**config.mk**
```make
export PLATFORM = sky130hd
export DESIGN_NAME = ddr4_ca_lane_dly_ctrl
export DESIGN_NICKNAME = d
export VERILOG_FILES = /design/src/rtl/ddr4_ca_lane_dly_ctrl.sv
export SDC_FILE = /design/constraint.sdc
export NUM_CORES = 1
export LEC_CHECK = 0
export ABC_AREA = 1
export CAP_MARGIN = 25
export CORE_MARGIN = 10
export CORE_UTILIZATION = 50
export DETAILED_ROUTE_END_ITERATION = 8
export GPL_TIMING_DRIVEN = 0
export PLACE_DENSITY = 0.81
export SYNTH_ARGS = -nofsm -noshare
export SYNTH_HDL_FRONTEND = slang
export SYNTH_SLANG_ARGS = --single-unit
```
**constraint.sdc**
```tcl
create_clock -name i_fab_clk -period 2.6 [get_ports i_fab_clk]
set_input_delay 0.65 -clock i_fab_clk [delete_from_list [all_inputs] [get_ports i_fab_clk]]
set_output_delay 0.65 -clock i_fab_clk [all_outputs]
set_load 0.1 [all_outputs]
```
**src/rtl/ddr4_ca_lane_dly_ctrl.sv**
```systemverilog
// DDR4 command/address output-lane controller: registers TX/OE slot data per lane and
// sequences each lane's IOD delay line (LOAD/MOVE/DIRECTION) while tracking its tap value.
module ddr4_ca_lane_dly_ctrl #(
  parameter int   LANES    = 4,
  parameter int   GEAR     = 4,
  parameter int   TAP_W    = 8,
  parameter int   TAP_MAX  = 255,
  parameter int   LOAD_TAP = 1,
  parameter int   MOVE_GAP = 2,
  parameter logic IDLE_VAL = 1'b1,
  localparam int  LW       = (LANES > 1) ? $clog2(LANES) : 1
) (
  input  logic                     i_fab_clk,
  input  logic                     i_arst_n,
  input  logic                     i_cmd_valid,
  input  logic [LANES*GEAR-1:0]    i_cmd_data,
  input  logic                     i_oe_en,
  output logic [LANES*GEAR-1:0]    o_tx_data,
  output logic [LANES*GEAR-1:0]    o_oe_data,
  input  logic                     i_adj_req,
  input  logic [LW-1:0]            i_adj_lane,
  input  logic                     i_adj_load,
  input  logic                     i_adj_dir,
  input  logic [TAP_W-1:0]         i_adj_steps,
  output logic                     o_adj_busy,
  output logic                     o_adj_ack,
  output logic                     o_adj_err,
  output logic [LANES*TAP_W-1:0]   o_tap_val,
  output logic [LANES-1:0]         o_delay_line_load,
  output logic [LANES-1:0]         o_delay_line_move,
  output logic [LANES-1:0]         o_delay_line_direction,
  input  logic [LANES-1:0]         i_delay_line_out_of_range
);

  localparam int GW = (MOVE_GAP > 1) ? $clog2(MOVE_GAP) : 1;

  typedef enum logic [2:0] {S_IDLE, S_LOAD, S_MOVE, S_GAP, S_DONE} state_t;

  state_t             r_state;
  logic [LW-1:0]      r_lane;
  logic               r_dir;
  logic [TAP_W-1:0]   r_rem;
  logic [GW-1:0]      r_gap;
  logic               r_busy;
  logic               r_ack;
  logic               r_err;
  logic [LANES-1:0]   r_load;
  logic [LANES-1:0]   r_move;
  logic [LANES-1:0]   r_direction;
  logic [TAP_W-1:0]   r_tap [LANES];
  logic [LANES*GEAR-1:0] r_tx;
  logic [LANES*GEAR-1:0] r_oe;

  logic               w_req_lane_ok;
  logic [TAP_W-1:0]   w_req_tap;
  logic               w_req_block;
  logic [TAP_W-1:0]   w_cur_tap;
  logic               w_cur_block;

  // The next MOVE is vetted one cycle ahead (in IDLE or at the end of GAP) so an
  // abort goes straight to DONE without spending a cycle in MOVE.
  always_comb begin
    w_req_lane_ok = (int'(i_adj_lane) < LANES);
    w_req_tap     = w_req_lane_ok ? r_tap[i_adj_lane] : '0;
    w_req_block   = i_delay_line_out_of_range[i_adj_lane] |
                    (i_adj_dir ? (w_req_tap == TAP_W'(TAP_MAX)) : (w_req_tap == '0));
    w_cur_tap     = r_tap[r_lane];
    w_cur_block   = i_delay_line_out_of_range[r_lane] |
                    (r_dir ? (w_cur_tap == TAP_W'(TAP_MAX)) : (w_cur_tap == '0));
  end

  always_ff @(posedge i_fab_clk or negedge i_arst_n) begin
    if (!i_arst_n) begin
      r_tx <= {(LANES*GEAR){IDLE_VAL}};
      r_oe <= '0;
    end else begin
      r_tx <= i_cmd_valid ? i_cmd_data : {(LANES*GEAR){IDLE_VAL}};
      r_oe <= {(LANES*GEAR){i_oe_en}};
    end
  end

  always_ff @(posedge i_fab_clk or negedge i_arst_n) begin
    if (!i_arst_n) begin
      r_state     <= S_IDLE;
      r_lane      <= '0;
      r_dir       <= 1'b0;
      r_rem       <= '0;
      r_gap       <= '0;
      r_busy      <= 1'b0;
      r_ack       <= 1'b0;
      r_err       <= 1'b0;
      r_load      <= '0;
      r_move      <= '0;
      r_direction <= '0;
      for (int l = 0; l < LANES; l++) begin
        r_tap[l] <= TAP_W'(LOAD_TAP);
      end
    end else begin
      r_load <= '0;
      r_move <= '0;
      r_ack  <= 1'b0;
      case (r_state)
        S_IDLE: begin
          if (i_adj_req) begin
            r_lane <= i_adj_lane;
            r_dir  <= i_adj_dir;
            r_rem  <= i_adj_steps;
            r_err  <= 1'b0;
            r_busy <= 1'b1;
            if (!w_req_lane_ok) begin
              r_err   <= 1'b1;
              r_state <= S_DONE;
            end else if (i_adj_load) begin
              r_state <= S_LOAD;
            end else begin
              r_direction[i_adj_lane] <= i_adj_dir;
              if (i_adj_steps == '0) begin
                r_state <= S_DONE;
              end else if (w_req_block) begin
                r_err   <= 1'b1;
                r_state <= S_DONE;
              end else begin
                r_state <= S_MOVE;
              end
            end
          end
        end
        S_LOAD: begin
          r_load[r_lane] <= 1'b1;
          r_tap[r_lane]  <= TAP_W'(LOAD_TAP);
          r_state        <= S_DONE;
        end
        S_MOVE: begin
          r_move[r_lane] <= 1'b1;
          r_tap[r_lane]  <= r_dir ? (w_cur_tap + TAP_W'(1)) : (w_cur_tap - TAP_W'(1));
          r_rem          <= r_rem - TAP_W'(1);
          r_gap          <= GW'(MOVE_GAP - 1);
          r_state        <= S_GAP;
        end
        S_GAP: begin
          if (r_gap == '0) begin
            if (r_rem == '0) begin
              r_state <= S_DONE;
            end else if (w_cur_block) begin
              r_err   <= 1'b1;
              r_state <= S_DONE;
            end else begin
              r_state <= S_MOVE;
            end
          end else begin
            r_gap <= r_gap - GW'(1);
          end
        end
        S_DONE: begin
          r_ack   <= 1'b1;
          r_busy  <= 1'b0;
          r_state <= S_IDLE;
        end
        default: r_state <= S_IDLE;
      endcase
    end
  end

  generate
    for (genvar gi = 0; gi < LANES; gi++) begin : g_tap_out
      assign o_tap_val[gi*TAP_W +: TAP_W] = r_tap[gi];
    end
  endgenerate

  assign o_tx_data              = r_tx;
  assign o_oe_data              = r_oe;
  assign o_adj_busy             = r_busy;
  assign o_adj_ack              = r_ack;
  assign o_adj_err              = r_err;
  assign o_delay_line_load      = r_load;
  assign o_delay_line_move      = r_move;
  assign o_delay_line_direction = r_direction;

endmodule

```
**Yosys cells after proc, flatten, opt, wreduce, memory -nomap -nowiden**

Cells that the tools add are included.

- Input port bits: 37
- Register bits after elaboration: 79
- Output and inout port bits: 79
- Logic and storage cells: 113

- Eq/ne operators: 10
- $lt $le $gt $ge: 7
- Add/subtract/negate cells: 4
- Reductions and logical operators: 19
- Muxes and demuxes: 48
- Bitwise logic cells: 8

Operator list:

| operator | number |
|---|---|
| $pmux 32 s2 | 1 |
| $mux 8 | 7 |
| $bmux 8 s2 | 2 |
| $bwmux 32 | 1 |
| $logic_not 8->1 | 4 |
| $and 28x28->28 | 1 |
| $not 28->28 | 1 |
| $mux 3 | 7 |
| $demux 8 s2 | 1 |
| $eq 8x8->1 const B | 2 |
| $mux 1 | 16 |
| $mux 16 | 1 |
| $pmux 8 s2 | 1 |
| $sub 8x1->8 const B | 2 |
| $pmux 3 s4 | 1 |
| $reduce_bool 2->1 | 5 |
| $add 8x1->8 const B | 1 |
| $mux 4 | 2 |
| $ne 2x2->1 const B | 4 |
| $reduce_and 2->1 | 4 |
| $eq 3x2->1 const B | 2 |
| $ge 3x3->1 const B | 2 |
| $lt 2x3->1 const B | 2 |
| $not 2->3 | 2 |
| other kinds (16) | 24 |

**Logic depth before layout (Yosys ltp)**

- Depth after elaboration: 12
- Gate-level depth with buffers: 17
- Gate-level depth less buffers: 15

**Least setup slack after synthesis**

No wires, ideal clock.

- Path kind: reg2reg
- Start: register r_tap, in the netlist o_tap_val[27]
- End: register r_tap, in the netlist o_tap_val[14]
- Period minus slack after synthesis: 2,521 ps
- Setup slack: 79 ps
- Required time: 2,471 ps
- Data arrival time: 2,392 ps
- Library setup time: 129 ps
- Stages on the path, launching flop included: 12
- Path buffers: 0
- Cell sequence: dfrtp_1 nand3_1 nand2_1 nor2_2 inv_2 ha_1 a21oi_1 o21ai_0 a21o_1 a21oi_1 xor2_1 o21ai_0

- Cells in the longest elaborated chain, start to end: 7
- Elaborated cells between the ends (all ways): 8
- Those cells by class: 2 x add/sub; 6 x mux

RTL lines:

| what | RTL line | text |
|---|---|---|
| start, declared | 50 | `logic [TAP_W-1:0] r_tap [LANES];` |
| start signal, assigned by index | 96 | `r_tap[l] <= TAP_W'(LOAD_TAP);` |
| start signal, assigned by index | 130 | `r_tap[r_lane] <= TAP_W'(LOAD_TAP);` |
| start signal, assigned by index | 135 | `r_tap[r_lane] <= r_dir ? (w_cur_tap + TAP_W'(1)) : (w_cur_tap - TAP_W'(1));` |
| $bmux 8 s2 (*) | 67 | `w_cur_tap = r_tap[r_lane];` |
| $mux 8 (implied by the code) (*) (2 in a row) | 67 |  |
| $sub 8x1->8 / $add 8x1->8 (equally long branches) | 135 |  |
| $mux 8 (*) | 135 |  |
| $bwmux 32 (*) | 135 |  |
| $pmux 32 s2 (*) | 102 | `case (r_state)` |

Mark *: on every way between the ends. The rest lies on a longest branch, timed or not. The select of a mux whose other input is x is not followed.
A chain may end at the register's enable or synchronous reset.

**Final worst setup path**

- Start: register r_move[3] (netlist: o_delay_line_move[3])
- End: output port o_delay_line_move[3]

RTL lines:

| what | RTL line | text |
|---|---|---|
| start, declared | 48 | `logic [LANES-1:0] r_move;` |
| start signal, assigned | 93 | `r_move <= '0;` |
| start signal, assigned | 100 | `r_move <= '0;` |
| start signal, assigned by index | 134 | `r_move[r_lane] <= 1'b1;` |
| end, declared | 30 | `output logic [LANES-1:0] o_delay_line_move,` |

No word-level cell between the ends.

==> out/results.ini <==
[pwr]
peakVddDrop_mv = 0.836
powerDensity_mw_per_mm2 = 1420
leakagePower_nw = 3.19
combPwrFrac_pct = 66.0
p_int_mw = 3.49
seq_power_share_pct = 24.0
p_switching_mw = 5.34
p_clk_share_pct = 10.0
switching_share_pct = 60.5

[placement]
io_buffers = 112
dp_hpwl_mm = 11.7
dp.cells = 881
gp_congestion = 0.921

[timing]
fmax_mhz = 393
finalSetupViolations = 0
fin_worst_skew_ns = 0.00984
slew_viol_final = 0
hold_viol = 0
relSlewSlack_pct = 31.5
rsz0062_at_grt = no
setup_tns_ns = 0
max_slew.worst_pin.slew_ns = 1.02
period_minus_slack_ns = 2.54
finalCritPeriodShare_pct = 97.7

[setup_path]
worstPathMaxFanout = 1
worstReg2RegEnd = o_tap_val[14]
endpoint_kind = output pin
critPathArrivalTime_ns = 1.89
r2r_slack_ns = 0.23
path_buf_inv = 1
crit_path_start_kind = register
cp_slowest_cell = clkdlybuf4s50_1
cp_data_required_time_ns = 1.95
critPathMaxStageDelay_ns = 1.17
r2r_start = r_lane[0]
rr_worst_depth = 13
crit_start = o_delay_line_move[3]
crit_family = buffers and inverters
path_class = reg2out
cp_cell_sequence = clkdlybuf4s50_1
crit_end = o_delay_line_move[3]
path_depth = 1

[routing]
vias = 4793
detail_route.first_pass.iterations = 5
drt-total-wl_mm = 15.1
antenna_left = 0
drc = 0
drtIter0Drc = 452
wl_per_cell_um = 16.8
vias_per_cell = 5.34

[synth]
netlist_area_sq_mm = 0.00473
synthTopCellsByArea = dfrtp_1 31%, nand2_1 17%, dfstp_2 11%
syn_inst = 639
synth_top_area_share_pct = 31.2
synth_seq_cells = 79
yosysWarningCount = 0
yosysTopAreaCell = dfrtp_1
synth.distinct_cells = 39
avgSynthCellArea_sq_um = 7.41
synth_nets = 685
yosysSeqAreaShare_pct = 42.3

[global_route]
grt_max_degree = 59
grt_antenna_before_repair = 0
grt_overflow = 0
grt_pass1_wl_mm = 24.8
grt_pass1_vias = 4779
grtUsageTotal_pct = 21.7

[final_layout]
filler_cell_count = 809
num_antenna_cells = 0
drive_gt1_share_pct = 16.6
nNetsFinal = 810
stdcell_count = 898
syn2layout_area_growth_pct = 31.4

[floorplanning]
io_pins = 116
rows = 35
start_util_pct = 51.2
die_y_um = 117
die_w_um = 117
dieArea_sq_mm = 0.0138
core_area_sq_mm = 0.00924

[job]
cap_viol_max_count = 0

[clock_network]
clk_latency_ns = 0.36
ctsHoldBuffers = 0
htreeDepth = 3
clock_path_buffers = 2
cts_sinks = 79
cts_made_buffers = 9
cts_tree = done
cts_root_buffer = clkbuf_8
path_clk_slew_ns = 0.09

[hold_path]
hp-class = in2async

[status]
status = complete, no violations

[registers in the layout, indices dropped and copies added (netlist names), 2 cells and up]
register                cells
o_delay_line_move           4
o_tx_data                  16
r_state                     3
r_lane                      2
o_delay_line_direction      4
o_delay_line_load           4
o_tap_val                  32
r_rem                       8
[worst min-delay path by stage]
stage	startpoint	to	slack [ns]	cells past startpoint
floorplan	i_arst_n	o_adj_ack	0.35	0
global placement	o_adj_err	o_adj_err	0.46	2
detailed placement	o_adj_err	o_adj_err	0.47	2
CTS	i_arst_n	r_rem[1]	0.17	1
global route	i_arst_n	r_rem[1]	0.16	1
finish	i_arst_n	r_rem[3]	0.17	1
[final cells by class]
class	instances	area, sq um	share of cell area [%]
clock inverters	6	51.3	0.825
multi-input cells	455	2230	35.9
inverters	71	272	4.37
clock buffers	10	138	2.21
flip-flops and latches	79	2000	32.2
repair buffers	114	1110	17.9
well taps	129	161	2.60
plain buffers	34	250	4.02
[per-stage QoR]
step                setup slack [ns]  area (sq um)  utilization (%)  total power [mW]  hold slack (ns)
finish                        0.0585          6220             67.3              8.84            0.166
CTS                          0.00330          6190             67.0              8.68            0.166
global placement               -1.70          6020             65.1              7.80            0.465
floorplan                     0.0787          4730                -              6.37            0.354
global route                  0.0290          6220             67.3              9.31            0.164
detailed placement            0.0246          6040             65.4              7.93            0.466
[cells by family (layout without fill, tap and decap cells)]
| kind of cell | count (synthesis) | after routing | share of synthesized area [%] |
|---|---|---|---|
| adder cells (fa/ha/maj) | 9 | 9 | 2.54 |
| XOR/XNOR | 7 | 7 | 1.45 |
| buffers and inverters | 105 | 235 | 11.0 |
| flip-flops | 79 | 79 | 42.3 |
| AND/OR/NAND/NOR | 364 | 364 | 33.4 |
| AO/OA/AOI/OAI | 75 | 75 | 9.33 |
[Yosys cell counts]
cell type  count
buf_6          5
xnor2_1        2
o21a_4         1
nand2_1      218
nand4_1        5
nor2_8         1
inv_1         63
o311ai_0       1
nor4_1         2
o211ai_1       1
ha_1           8
xor2_2         1
a21oi_1       17
fa_1           1
nor2_1        48
clkbuf_1       3
o21ai_4        1
dfrtp_1       59
nand3_2        7
a221oi_1       3
o22ai_1        1
o31ai_1        2
buf_8          1
inv_2          6
inv_4          2
o21ai_0       38
a21o_1         1
a31oi_1        6
buf_2          8
nand3_1       56
dfstp_2       20
nor3_1         6
a22o_1         3
buf_4         17
nand2_2       11
nor3b_1        1
nor2_2         8
xor2_1         4
nor2_4         1
[layer usage]
layer	vias up	global-route usage [%]	share of wire, %
met5	-	0	0
met4	0	7.51	2.0
met3	27	6.71	11
met2	244	35.7	48
met1	2246	26.1	39
li1	2276	-	-
[layout by cell type, fill, tap and decap left out, drive strengths merged, types with 2 or more instances in the layout]
cell           count
a21oi             17
a221oi             3
a22o               3
a31oi              6
buf               35
clkbuf            14
clkdlybuf4s15     14
clkdlybuf4s50     47
clkinvlp           3
dfrtp             59
dfstp             20
dlygate4sd2       46
dlymetal6s2s       2
ha                 8
inv               74
nand2            229
nand3             63
nand4              5
nor2              58
nor3               6
nor4               2
o21ai             39
o31ai              2
xnor2              2
xor2               5
[what timing repair did]
action                     CTS  global route
pin swaps                    0             3
gates cloned                 0             0
buffers inserted             0             1
resized for setup           91             8
hold endpoints to repair     0             0
setup endpoints to repair   62             8
[power by group through the flow]
stage	Sequential (mW)	Clock (mW)	Combinational (mW)
final	2.12	0.888	5.83
after global placement	2.11	0	5.69
after floorplan	3.94	0	2.44
after CTS	2.10	0.894	5.69
after global routing	2.15	0.949	6.21
after detailed placement	2.13	0	5.80
(Power assumes the default switching activity.)
